File: config.mk
export PLATFORM = sky130hd
export DESIGN_NAME = barrier_sequencer
export DESIGN_NICKNAME = d
export VERILOG_FILES = /design/src/rtl/barrier_sequencer.sv
export SDC_FILE = /design/constraint.sdc
export NUM_CORES = 1
export LEC_CHECK = 0
export CORE_ASPECT_RATIO = 1.5
export CORE_MARGIN = 3
export CORE_UTILIZATION = 25
export DETAILED_ROUTE_END_ITERATION = 10
export GPL_TIMING_DRIVEN = 0
export PLACE_DENSITY_LB_ADDON = 0.05
export SLEW_MARGIN = 40
export SYNTH_ARGS = -nofsm -noshare
export SYNTH_HDL_FRONTEND = slang
export SYNTH_SLANG_ARGS = --single-unit
File: constraint.sdc
create_clock -name clk -period 3 [get_ports clk]
set_clock_uncertainty 0.1 [all_clocks]
set_input_delay 0.6 -clock clk [delete_from_list [all_inputs] [get_ports clk]]
set_output_delay 0.6 -clock clk [all_outputs]
set_load 0.02 [all_outputs]
File: src/rtl/barrier_sequencer.sv
// Exit barrier motor sequencer: raises on open_req, holds until sensor3 clears, lowers against lim_dn.
// Optional BARRIER_REOPEN_EN: obstruction while closing reopens the gate instead of pausing it.
module barrier_sequencer #(
  parameter int CW        = 16,
  parameter int OPEN_TMO  = 500,
  parameter int HOLD_CYC  = 2000,
  parameter int CLOSE_TMO = 500
) (
  input  logic clk,
  input  logic reset_n,
  input  logic open_req,
  input  logic lim_up,
  input  logic lim_dn,
  input  logic sensor3,
  input  logic fault_clr,
  output logic motor_up,
  output logic motor_dn,
  output logic gate_open,
  output logic busy,
  output logic passed,
  output logic fault
);

  typedef enum logic [2:0] {
    ST_CLOSED,
    ST_OPENING,
    ST_OPEN,
    ST_CLOSING,
    ST_FAULT
  } state_t;

  localparam logic [CW-1:0] OPEN_LAST  = CW'(OPEN_TMO - 1);
  localparam logic [CW-1:0] HOLD_LAST  = CW'(HOLD_CYC - 1);
  localparam logic [CW-1:0] CLOSE_LAST = CW'(CLOSE_TMO - 1);
  localparam logic [CW-1:0] CNT_MAX    = '1;

  state_t          state, state_n;
  logic [CW-1:0]   cnt, cnt_n, cnt_inc;
  logic            seen, seen_n;
  logic            s3_q;
  logic            passed_q, passed_n;
  logic            lim_both;
  logic            vehicle_exit;

`ifndef BARRIER_REOPEN_EN
  // hold marks a paused close: motor_dn is held off while sensor3 was high
  logic            hold, hold_n;
`endif

  assign lim_both     = lim_up && lim_dn;
  assign vehicle_exit = seen && s3_q && !sensor3;
  assign cnt_inc      = (cnt == CNT_MAX) ? cnt : cnt + CW'(1);

  always_ff @(posedge clk or negedge reset_n) begin
    if (!reset_n) begin
      state    <= ST_CLOSED;
      cnt      <= '0;
      seen     <= 1'b0;
      s3_q     <= 1'b0;
      passed_q <= 1'b0;
`ifndef BARRIER_REOPEN_EN
      hold     <= 1'b0;
`endif
    end else begin
      state    <= state_n;
      cnt      <= cnt_n;
      seen     <= seen_n;
      s3_q     <= sensor3;
      passed_q <= passed_n;
`ifndef BARRIER_REOPEN_EN
      hold     <= hold_n;
`endif
    end
  end

  always_comb begin
    state_n  = state;
    cnt_n    = cnt;
    seen_n   = seen;
    passed_n = 1'b0;
    case (state)
      ST_CLOSED: begin
        if (lim_both) begin
          state_n = ST_FAULT;
        end else if (open_req) begin
          state_n = ST_OPENING;
          cnt_n   = '0;
        end
      end
      ST_OPENING: begin
        if (lim_both) begin
          state_n = ST_FAULT;
        end else if (lim_up) begin
          state_n = ST_OPEN;
          cnt_n   = '0;
          seen_n  = 1'b0;
        end else if (cnt == OPEN_LAST) begin
          state_n = ST_FAULT;
        end else begin
          cnt_n = cnt_inc;
        end
      end
      ST_OPEN: begin
        if (sensor3) seen_n = 1'b1;
        if (lim_both) begin
          state_n = ST_FAULT;
        end else if (vehicle_exit) begin
          passed_n = 1'b1;
          cnt_n    = '0;
          if (open_req) seen_n = 1'b0;
          else          state_n = ST_CLOSING;
        end else if (open_req) begin
          cnt_n = '0;
        end else if (sensor3) begin
          cnt_n = cnt;   // never time out with a vehicle under the boom
        end else if (cnt == HOLD_LAST) begin
          state_n = ST_CLOSING;
          cnt_n   = '0;
        end else begin
          cnt_n = cnt_inc;
        end
      end
      ST_CLOSING: begin
        if (lim_both) begin
          state_n = ST_FAULT;
        end else if (lim_dn) begin
          state_n = ST_CLOSED;
        end else if (open_req) begin
          state_n = ST_OPENING;
          cnt_n   = '0;
        end else if (sensor3) begin
`ifdef BARRIER_REOPEN_EN
          state_n = ST_OPENING;
          cnt_n   = '0;
`else
          cnt_n   = cnt;
`endif
        end else if (cnt == CLOSE_LAST) begin
          state_n = ST_FAULT;
        end else if (motor_dn) begin
          cnt_n = cnt_inc;
        end
      end
      ST_FAULT: begin
        if (fault_clr) begin
          if (lim_dn) begin
            state_n = ST_CLOSED;
          end else begin
            state_n = ST_CLOSING;
            cnt_n   = '0;
          end
        end
      end
      default: begin
        state_n = ST_CLOSED;
        cnt_n   = '0;
      end
    endcase
  end

`ifndef BARRIER_REOPEN_EN
  always_comb begin
    hold_n = (state_n == ST_CLOSING) && sensor3;
  end
  assign motor_dn = (state == ST_CLOSING) && !hold;
`else
  assign motor_dn = (state == ST_CLOSING);
`endif

  // Outputs decode registered state only, so reset drops the motors at once
  assign motor_up  = (state == ST_OPENING);
  assign gate_open = (state == ST_OPEN);
  assign busy      = (state != ST_CLOSED);
  assign fault     = (state == ST_FAULT);
  assign passed    = passed_q;

endmodule

After elaboration in Yosys (flattened, before gate mapping)
Cells that the tools add are included.
{ "word_totals": {"in_bits": 7, "word_cells": 89, "output_inout_bits": 6, "reg_bits": 23} }
{ "op_classes": {"reduce_logical": 12, "add_sub_neg": 1, "mux": 48, "n_eq_ne": 22} }
{ "op_table": {"columns": ["op", "count"], "rows": [
  ["two-way mux 16 bit", 19],
  ["case mux 16 bit (5 select lines)", 1],
  ["two-way mux 3 bit", 16],
  ["inequality test 2 bit, second input constant", 9],
  ["adder 16 x 1 -> 16 bit, second input constant", 1],
  ["== test 16 x 11 -> 1 bit, second input constant", 1],
  ["== test 16 bit, second input constant", 1],
  ["== test 16 x 9 -> 1 bit, second input constant", 1],
  ["case mux 3 bit (5 select lines)", 1],
  ["AND reduction 13 bit", 1],
  ["inequality test 3 bit, second input constant", 4],
  ["== test 3 x 2 -> 1 bit, second input constant", 3],
  ["two-way mux 1 bit", 9],
  ["logical AND 1 bit", 5],
  ["inequality test 4 x 3 -> 1 bit, second input constant", 1],
  ["== test 3 x 1 -> 1 bit, second input constant", 1],
  ["== test 3 bit, second input constant", 1],
  ["logical NOT 3 bit", 1],
  ["AND reduction 3 bit", 1],
  ["nonzero test 3 bit", 1],
  ["logical NOT 1 bit", 2],
  ["two-way mux 2 bit", 1],
  ["case mux 1 bit (2 select lines)", 1],
  ["nonzero test 2 bit", 1]
]} }

Logic depth before layout (Yosys ltp)
{ "depth": {"word_depth": 9, "depth_mapped": 7, "ltp_nobuf": 6} }

Worst setup path after synthesis
Ideal clock, no wire load.
{ "synth_path": {"kind": "in2reg", "start": "input port open_req", "end": "register cnt[3]", "setup_slack_ns": 0.670, "required_time_ns": 2.789, "n_path_buf": 2, "arrival_time_ns": 2.119, "setup_time_ns": 0.111, "cell_stages": 7, "cell_sequence": "buf_2 o21bai_1 a2111oi_0 and3_4 buf_12 nor2_4 a2111oi_2"} }
{ "synth_between": {"elab_chain_len": 4, "word_cells_on_any_way": 13, "cone_classes": "5 x eq/ne; 7 x mux; 1 x reduce/logical"} }
{ "synth_rtl": {"columns": ["item", "line", "text"], "rows": [
  ["from (decl)", "11", "input logic open_req,"],
  ["two-way mux 16 bit, on equally long branches", "128, 112", null],
  ["two-way mux 16 bit, on equally long branches", "126, 107", null],
  ["two-way mux 16 bit, on equally long branches", "124, 105", null],
  ["case mux 16 bit (5 select lines)", "81", "case (state)"],
  ["to (signal assigned)", "66", "cnt <= cnt_n;"],
  ["to (decl)", "38", "logic [CW-1:0] cnt, cnt_n, cnt_inc;"]
]} }
Several ways; a longest one is shown, not always the timed one. The select of a mux whose other input is x is not followed.
A chain may end at the register's enable or synchronous reset.

Final worst setup path
Ends and elaborated chain as after synthesis.

==> run metrics <==
cts hold-fix bufs=0; PortBufs=12; # setup viols final=0; DRT Pass-1 Iters=6; area occupied by multi-input gates=about 1000 um2; initial core utilization=0.266; Synth Cell Area=1680 um2; CP max FO=10; vias in the first global route=between 1500 and 2000; clock sinks=23; measured slew at the worst slew-check pin=~0.57 ns; CTS max path bufs=2; max cap viols=0; final hold slack=~0.20 ns; synthesized area per cell=roughly 8.9 um2; Crit Reg-Reg Startpoint=cnt[12]; cells after synthesis=between 150 and 200; fin nets=214; relative slew slack=0.619; Setup TNS=0 ns; Clk pin slew, worst setup/hold paths=about 0.10 ns; RD Place Congestion=a little over 0.9; area growth from synthesis to layout=15.8%; status=complete, no violations; Die Area=7740 um2; Fin. Hold Viols=0; RSZ-0062 raised after global routing=no; Power Total=1.12 mW; Via-to-Cell Ratio=approximately 5.7; number of synthesized flops with an enable pin=0; Place WS=-0.155 ns; total vias in the final route=1603; Post-DP Area=1880 um2; H-tree levels=1; fin crit share=0.895; HPWL Detailed=between 4 and 5 mm; CTS Root Cell=clkbuf_8; Synth Net Count=~200; die width=72.8 um; fin util=0.308; Critical Path Source=open_req; Iteration-0 DRC Markers=42; Routed Antenna Nets=0; # IOs=13; initial antenna violation count=0; CP endpoint kind=flip-flop; Final WS setup=between 0.3 and 0.4 ns; hold crit path type=primary input to asynchronous set/reset pin; synthesized flop and latch total=23; critical path class=primary input to flip-flop; height of the die=between 100 and 150 um; Design Area, Final=1940 um2; global-route wire length before repair=8.69 mm; fmax=around 370 MHz; FP Rows=35; DRC viols=0; # diodes=0; Register Area=around 580 um2; Core Box Area=~6300 um2; Unique masters post-synth=60; layout cells sized above 1=0.122; largest net degree at the start of global routing=24; crit path launch type=primary input; ys flop type=dfrtp_1; Final min period=2.68 ns; GRT Overall Usage=0.143; WL/cell=18.5 um; fill cell count=about 700; Reg2Reg Depth=6; CTS tree=done; P_leak=around 0.74 nW; GRT overflow=0; Pwr per Cell Area=~580 nW/um2; final slew viol count=0; Yosys warnings=0; Worst Path Required=approximately 3.1 ns; drt total wl=5.17 mm; sequential share of the synthesized area=0.344; total CTS buffers=3; Clock Latency Late Sink=0.28 ns; Async S/R FF share, synth=1.00; arrival time worst endpoint=approximately 2.8 ns; Finished Layout Cells=roughly 280; Max IR drop VDD=0.168 mV; post-placement cell count=between 200 and 300
worst max-delay path, cell delays in order:
cell             delay [ns]
clkdlybuf4s50_1        0.41
buf_2                  0.18
o21bai_1               0.16
a2111oi_1              0.56
and3_4                 0.34
buf_12                 0.15
nor2_4                 0.05
a2111oi_2              0.30
cell type report:
class,count,share of cell area
inverter,1,0.00194
multi-input combinational,157,0.539
tap,74,0.0477
clock inverter,1,0.00387
sequential,23,0.297
buffer,8,0.0303
clock buffer,3,0.0213
timing repair buffer,12,0.0594
cell usage after synthesis (3+ instances only):
master,n,area share
nor4_2,3,0.022
o21ai_0,4,0.012
nand2_1,15,0.034
o31ai_1,4,0.018
o21ai_1,3,0.0090
a22oi_1,3,0.013
or3_1,4,0.015
nand3_1,10,0.030
nand2b_1,3,0.011
dfrtp_1,23,0.34
buf_2,3,0.0090
nor3b_1,4,0.018
nor2b_1,6,0.022
a31oi_1,7,0.026
nor2_1,17,0.038
nand4_1,3,0.011
and3_1,4,0.015
clkbuf_1,3,0.0067
a21oi_1,16,0.048
nor3_1,6,0.018
repair_timing:
| action | CTS | global route |
|---|---|---|
| endpoints found under the setup margin | 1 | 2 |
| setup buffers | 0 | 0 |
| gates resized for setup | 1 | 3 |
flip-flops by register name, indices dropped and copies added, names as in the netlist:
signal and flops:
seen 1, s3_q 1, hold 1, state 3, passed 1, cnt 16
final timing paths:
path | end | slack (ns)
setup / recovery | cnt[3] | 0.32
min in group clk | cnt[14] | 0.45
max in group asynchronous | state[2] | 2.21
setup reg to reg | cnt[13] | 0.54
hold / removal | passed | 0.20
hold reg to reg | cnt[14] | 0.45
power breakdown:
part / switching [mW] / internal (mW) / total, mW
clock network: 0.118 / 0.0945 / 0.212
registers: 0.0377 / 0.342 / 0.380
logic: 0.324 / 0.206 / 0.531
total: 0.480 / 0.643 / 1.12
per-layer routing:
layer | routed length (um) | part of all wire | vias up | global-route usage
li1 | - | - | 770 | -
met1 | 2040 | 0.39 | 792 | 0.156
met2 | 2880 | 0.56 | 32 | 0.268
met3 | 134 | 0.026 | 9 | 0.0151
met4 | 122 | 0.024 | 0 | 0.0620
met5 | 0 | 0 | - | 0
layout by cell type (no fill, tap or decap), drive strengths merged, types with 7 or more instances in the layout:
master / n
dfrtp: 23
o21ai: 7
nor2: 18
a21oi: 17
nand3: 10
a31oi: 7
nand2: 15
nor3: 7
clkdlybuf4s50: 11
cell families (layout without fill, tap and decap cells):
kind of cell | after synthesis | count (layout) | synth area share
AND/OR/NAND/NOR | 95 | 95 | 0.348
AO/OA/AOI/OAI | 58 | 58 | 0.247
flip-flops | 23 | 23 | 0.344
buffers and inverters | 9 | 25 | 0.0366
multiplexers | 2 | 2 | 0.0119
adder cells (fa/ha/maj) | 1 | 1 | 0.00747
XOR/XNOR | 1 | 1 | 0.00523
(Power assumes the default switching activity.)
==> RTL edit 1: new RTL, same settings <==
Register the inputs `open_req`, `lim_up`, `lim_dn`, `sensor3` and `fault_clr` before use, without a reset. The logic sees them one clock later.
--- a/src/rtl/barrier_sequencer.sv
+++ b/src/rtl/barrier_sequencer.sv
@@ -35,4 +35,18 @@
   localparam logic [CW-1:0] CNT_MAX    = '1;
 
+  logic open_req_q;
+  logic lim_up_q;
+  logic lim_dn_q;
+  logic sensor3_q;
+  logic fault_clr_q;
+
+  always_ff @(posedge clk) begin
+    open_req_q  <= open_req;
+    lim_up_q    <= lim_up;
+    lim_dn_q    <= lim_dn;
+    sensor3_q   <= sensor3;
+    fault_clr_q <= fault_clr;
+  end
+
   state_t          state, state_n;
   logic [CW-1:0]   cnt, cnt_n, cnt_inc;
@@ -48,6 +62,6 @@
 `endif
 
-  assign lim_both     = lim_up && lim_dn;
-  assign vehicle_exit = seen && s3_q && !sensor3;
+  assign lim_both     = lim_up_q && lim_dn_q;
+  assign vehicle_exit = seen && s3_q && !sensor3_q;
   assign cnt_inc      = (cnt == CNT_MAX) ? cnt : cnt + CW'(1);
 
@@ -66,5 +80,5 @@
       cnt      <= cnt_n;
       seen     <= seen_n;
-      s3_q     <= sensor3;
+      s3_q     <= sensor3_q;
       passed_q <= passed_n;
 `ifndef BARRIER_REOPEN_EN
@@ -83,5 +97,5 @@
         if (lim_both) begin
           state_n = ST_FAULT;
-        end else if (open_req) begin
+        end else if (open_req_q) begin
           state_n = ST_OPENING;
           cnt_n   = '0;
@@ -91,5 +105,5 @@
         if (lim_both) begin
           state_n = ST_FAULT;
-        end else if (lim_up) begin
+        end else if (lim_up_q) begin
           state_n = ST_OPEN;
           cnt_n   = '0;
@@ -102,5 +116,5 @@
       end
       ST_OPEN: begin
-        if (sensor3) seen_n = 1'b1;
+        if (sensor3_q) seen_n = 1'b1;
         if (lim_both) begin
           state_n = ST_FAULT;
@@ -108,9 +122,9 @@
           passed_n = 1'b1;
           cnt_n    = '0;
-          if (open_req) seen_n = 1'b0;
+          if (open_req_q) seen_n = 1'b0;
           else          state_n = ST_CLOSING;
-        end else if (open_req) begin
+        end else if (open_req_q) begin
           cnt_n = '0;
-        end else if (sensor3) begin
+        end else if (sensor3_q) begin
           cnt_n = cnt;   // never time out with a vehicle under the boom
         end else if (cnt == HOLD_LAST) begin
@@ -124,10 +138,10 @@
         if (lim_both) begin
           state_n = ST_FAULT;
-        end else if (lim_dn) begin
+        end else if (lim_dn_q) begin
           state_n = ST_CLOSED;
-        end else if (open_req) begin
+        end else if (open_req_q) begin
           state_n = ST_OPENING;
           cnt_n   = '0;
-        end else if (sensor3) begin
+        end else if (sensor3_q) begin
 `ifdef BARRIER_REOPEN_EN
           state_n = ST_OPENING;
@@ -143,6 +157,6 @@
       end
       ST_FAULT: begin
-        if (fault_clr) begin
-          if (lim_dn) begin
+        if (fault_clr_q) begin
+          if (lim_dn_q) begin
             state_n = ST_CLOSED;
           end else begin
@@ -161,5 +175,5 @@
 `ifndef BARRIER_REOPEN_EN
   always_comb begin
-    hold_n = (state_n == ST_CLOSING) && sensor3;
+    hold_n = (state_n == ST_CLOSING) && sensor3_q;
   end
   assign motor_dn = (state == ST_CLOSING) && !hold;
Formal check against the unedited RTL: not equivalent (Yosys sat finds a counterexample within 4 cycles, from zero or initial values and one cycle with reset_n low).
==> RTL edit 1 against the unedited design <==
First-iteration DRC count rose by 38%; cell area fell by 6.1%; routed wire length fell by 20%; largest power group unchanged; worst setup slack got worse by 140 ps; highest routed layer unchanged; total power rose by 17%; non-clock buffer count did not move; sequential cell count rose by 5; area after synthesis fell by 6.6%.
==> RTL edit 1: results (changes against the unedited design) <==
[setup_path]
worstReg2RegStart = cnt[0]
reg2reg_capture_point = cnt[1]
reg2reg_depth = 8  ; +2
critical_path.startpoint = state[0]
crit_end = gate_open
worstSetupPathType = reg -> out
worst_ep_arrival_time_ps = 2120  ; -640 ps
reg2reg_slack_ps = 350  ; -190 ps
timing.critical_path.fanout_max = 10  ; unchanged

[drt]
routed-via-count = 1386  ; -14%
postRouteWirelength_mm = 4.14  ; -20%
dr.first_iter.drc_count = 58  ; +38%
wl_cell_um = 15.8  ; -15%
drt-pass1-iter-count = 4  ; -2

[yosys]
synth_top_cells_by_area = sky130_fd_sc_hd__dfrtp_1, sky130_fd_sc_hd__dfxtp_1, sky130_fd_sc_hd__nand3_1
synth-seq-area-share = 0.432  ; +0.0881
yosys.cell_types.count = 51  ; -15%
post_synth_inst_count = 174  ; -7.9%
ys_warnings = 0  ; unchanged
post_synth_mux_area_share = 0.00639  ; -0.00555
synthesis.nets = 182  ; -7.6%
post_synth_fa_ha_maj_area_fraction = 0.00799  ; +0.000525
synthTopCellsByCount = sky130_fd_sc_hd__dfrtp_1, sky130_fd_sc_hd__nand2_1, sky130_fd_sc_hd__nand3_1, sky130_fd_sc_hd__nor2_1, sky130_fd_sc_hd__o21ai_0
synth_compound_gate_area_share = 0.212  ; -0.0354
ys_async_sr_fraction = 0.821  ; -0.179
synthXorXnorAreaFrac = 0.0168  ; +0.0116
synth_top_flop_cell = sky130_fd_sc_hd__dfrtp_1

[clocking]
cts.reportedPaths.clkPinSlew_ps = 100  ; about the same
root_buffer = sky130_fd_sc_hd__clkbuf_8
cts-buffers-inserted = 3  ; unchanged
htree_levels = 1  ; unchanged
ctsLongestPathBuffers = 2  ; unchanged
clock_latency_ps = 280  ; about the same
cts_resized = 0  ; -1

[placement]
dpl_cell_area_mm2 = 0.00178  ; -5.6%
place.detailed.instances = 258  ; -6.2%
place.detailed.hpwl_mm = 3.18  ; -21%
io_buffer_count = 12  ; unchanged
finalWeightedCongestion = 0.888  ; -1.8%

[flow_run]
drv_cap = 0  ; unchanged

[power_and_ir_drop]
cellLeakagePower_nw = 0.719  ; -2.6%
worst_ir_drop_vdd_mv = 0.366  ; +120%

[outcome]
run_status = completed

[global_route]
grt_antenna_before_repair = 0  ; unchanged
grt_start_max_net_pins = 24  ; unchanged
first_global_vias = 1372  ; -20%
grt_usage = 0.122  ; -0.0206
grt_first_pass_wirelength_mm = 6.97  ; -20%

[final_layout]
num_antenna_cells = 0  ; unchanged
biggestRegsByFlops = cnt x16, state x3
layout.nets = 199  ; -7.0%
layout-drive-gt1-share = 0.0947  ; -0.0272

[sta]
timing.max_slew.rel_slack = 0.419  ; -0.199
hold_slack_ps = 197  ; -1.18 ps
period_share = 0.940  ; +0.0456

RTL edit 1: cell count changes in the layout (fill, tap and decap cells not counted), sizes merged, moves of 3 or more:
cell / before / now
inv: 1 / 9
a21oi: 17 / 10
nand4: 3 / 9
nor2: 18 / 12
dfxtp: 0 / 5
nor2b: 6 / 1
and3: 5 / 1
o21ai: 7 / 11
a22oi: 3 / 0
a31oi: 7 / 4
nand3: 10 / 13
RTL edit 1: worst max-delay path, stage by stage (launching register included):
cell                              delay [ps]
sky130_fd_sc_hd__dfrtp_1                 380
sky130_fd_sc_hd__buf_2                   180
sky130_fd_sc_hd__nor3b_2                 550
sky130_fd_sc_hd__clkdlybuf4s50_1         730
RTL edit 1: area by class of cell:
cell class                 instances  area (µm²)
timing repair buffer              12         115
fill                             618        4090
clock buffer                       4        45.0
inverter                           9        33.8
multi-input combinational        129         822
tap                               72        90.1
buffer                             8        40.0
sequential                        28         676
RTL edit 1: power by group:
| part | switching, mW | internal (mW) | total, mW |
|---|---|---|---|
| Combinational | 0.418 | 0.238 | 0.656 |
| Sequential | 0.0304 | 0.420 | 0.450 |
| Clock | 0.118 | 0.0954 | 0.213 |
| Total | 0.566 | 0.753 | 1.32 |
RTL edit 1: worst min-delay path by stage:
stage | endpoint | cells past startpoint | from
floorplan | cnt[0] | 0 | reset_n
global placement | s3_q | 0 | sensor3_q
detailed placement | s3_q | 0 | sensor3_q
CTS | cnt[5] | 1 | reset_n
global route | cnt[5] | 1 | reset_n
finish | cnt[5] | 1 | reset_n
RTL edit 1: per-layer routing:
metal | vias up | GRT usage | wire [µm]
li1 | 688 | - | -
met1 | 676 | 0.134 | 1680
met2 | 17 | 0.237 | 2310
met3 | 5 | 0.0185 | 83
met4 | 0 | 0.0449 | 61
met5 | - | 0 | 0
==> RTL edit 2: new RTL, config.mk and constraints unchanged <==
Without the edit above. Build with the macro `BARRIER_REOPEN_EN` defined.
--- a/src/rtl/barrier_sequencer.sv
+++ b/src/rtl/barrier_sequencer.sv
@@ -1,4 +1,6 @@
 // Exit barrier motor sequencer: raises on open_req, holds until sensor3 clears, lowers against lim_dn.
 // Optional BARRIER_REOPEN_EN: obstruction while closing reopens the gate instead of pausing it.
+`define BARRIER_REOPEN_EN
+
 module barrier_sequencer #(
   parameter int CW        = 16,
Function: changed (a bounded check fails within 4 cycles, from zero or initial values and one cycle with reset_n low).
==> RTL edit 2 against the unedited design <==
First-iteration DRC count up 76%; total power up 2.4%; utilization down 0.60 points; routed wire length down 0.17%; area after synthesis down 4.6%; sequential cell count down 1; combinational power up 7.5%; worst setup slack worse by 120 ps; critical path depth down 4; critical path type is now reg -> out; sequential share of layout area down 0.11 points; cell area down 4.0%.
==> RTL edit 2: results (changes against the unedited design) <==
[global_route]
first_global_vias = 1735  ; +1.2%
grt_usage = 0.145  ; +0.00193
grt_start_max_net_pins = 23  ; -4.2%

[sta]
worstMarginPinSlew_ps = 726  ; +153 ps
final.setup.worst_slack_ps = 198  ; -118 ps
hold_slack_ps = 202  ; +3.62 ps

[final_layout]
layout-drive-gt1-share = 0.117  ; -0.00458
layout.nets = 222  ; +3.7%

[setup_path]
crit_end = fault
critical_path.startpoint = state[1]
reg2reg_slack_ps = 520  ; -20 ps
reg2reg_capture_point = cnt[14]
worstReg2RegStart = state[1]

[placement]
place.detailed.hpwl_mm = 3.94  ; -2.2%
finalWeightedCongestion = 0.832  ; -8.0%
dpl_cell_area_mm2 = 0.00181  ; -4.1%
detailedPlace.worstSlack_ps = -0.644  ; +154 ps
io_buffer_count = 12  ; unchanged

[drt]
drt-pass1-iter-count = 4  ; -2
postRouteWirelength_mm = 5.17  ; -0.17%
routed-via-count = 1633  ; +1.9%
dr.first_iter.drc_count = 74  ; +76%

[yosys]
synth_compound_gate_area_share = 0.293  ; +0.0454
synthXorXnorAreaFrac = 0  ; -0.00523
synth_top_cells_by_area = sky130_fd_sc_hd__dfrtp_1, sky130_fd_sc_hd__a21oi_1, sky130_fd_sc_hd__nand3_1
synth-seq-area-share = 0.344  ; +0.000748
yosys.cell_types.count = 56  ; -6.7%
post_synth_fa_ha_maj_area_fraction = 0.00782  ; +0.000356
synthesis.nets = 205  ; +4.1%
synthTopCellsByCount = sky130_fd_sc_hd__dfrtp_1, sky130_fd_sc_hd__a21oi_1, sky130_fd_sc_hd__nand3_1
post_synth_mux_area_share = 0.0133  ; +0.00135

[clocking]
cts_resized = 0  ; -1

[power_and_ir_drop]
cellLeakagePower_nw = 0.766  ; +3.8%

[outcome]
run_status = completed

[RTL edit 2: changes by cell type after synthesis, moves of 4 or more]
cell / unedited run / this run
sky130_fd_sc_hd__nor3b_1: 4 / 0
sky130_fd_sc_hd__nand3_1: 10 / 17
sky130_fd_sc_hd__nor2b_1: 6 / 2
sky130_fd_sc_hd__inv_1: 1 / 6
sky130_fd_sc_hd__o21ai_0: 4 / 15
sky130_fd_sc_hd__and2_1: 2 / 6
[RTL edit 2: through the flow]
stage | TNS (ps) | cells | utilization
final | 0 | 287 | 0.302
after global routing | 0 | 287 | 0.302
after CTS | 0 | 287 | 0.302
after detailed placement | -0.644 | 283 | 0.293
after global placement | 0 | 283 | 0.293
after floorplan | 0 | 197 | -
[RTL edit 2: per-layer routing]
layer	vias up	share of wire	global-route usage
met1	812	0.40	0.153
met2	36	0.55	0.270
li1	771	-	-
met3	14	0.026	0.0193
met4	0	0.030	0.0712
met5	-	0	0
[RTL edit 2: where the power goes]
part	switching, mW	internal (mW)
Clock	0.104	0.117
Sequential	0.0355	0.322
Combinational	0.346	0.225
[RTL edit 2: critical path: stages, from the launching register on]
cell                              delay [ps]
sky130_fd_sc_hd__dfrtp_1                 430
sky130_fd_sc_hd__buf_2                   210
sky130_fd_sc_hd__nor2_1                  370
sky130_fd_sc_hd__and2_1                  220
sky130_fd_sc_hd__clkdlybuf4s50_1         610
[RTL edit 2: cell type report]
cell class	count	area [µm²]	share of cell area
plain buffers	8	57.6	0.0309
clock buffers	4	55.1	0.0296
flip-flops and latches	22	551	0.296
repair buffers	12	115	0.0618
multi-input cells	161	968	0.520
well taps	74	92.6	0.0497
inverters	6	22.5	0.0121
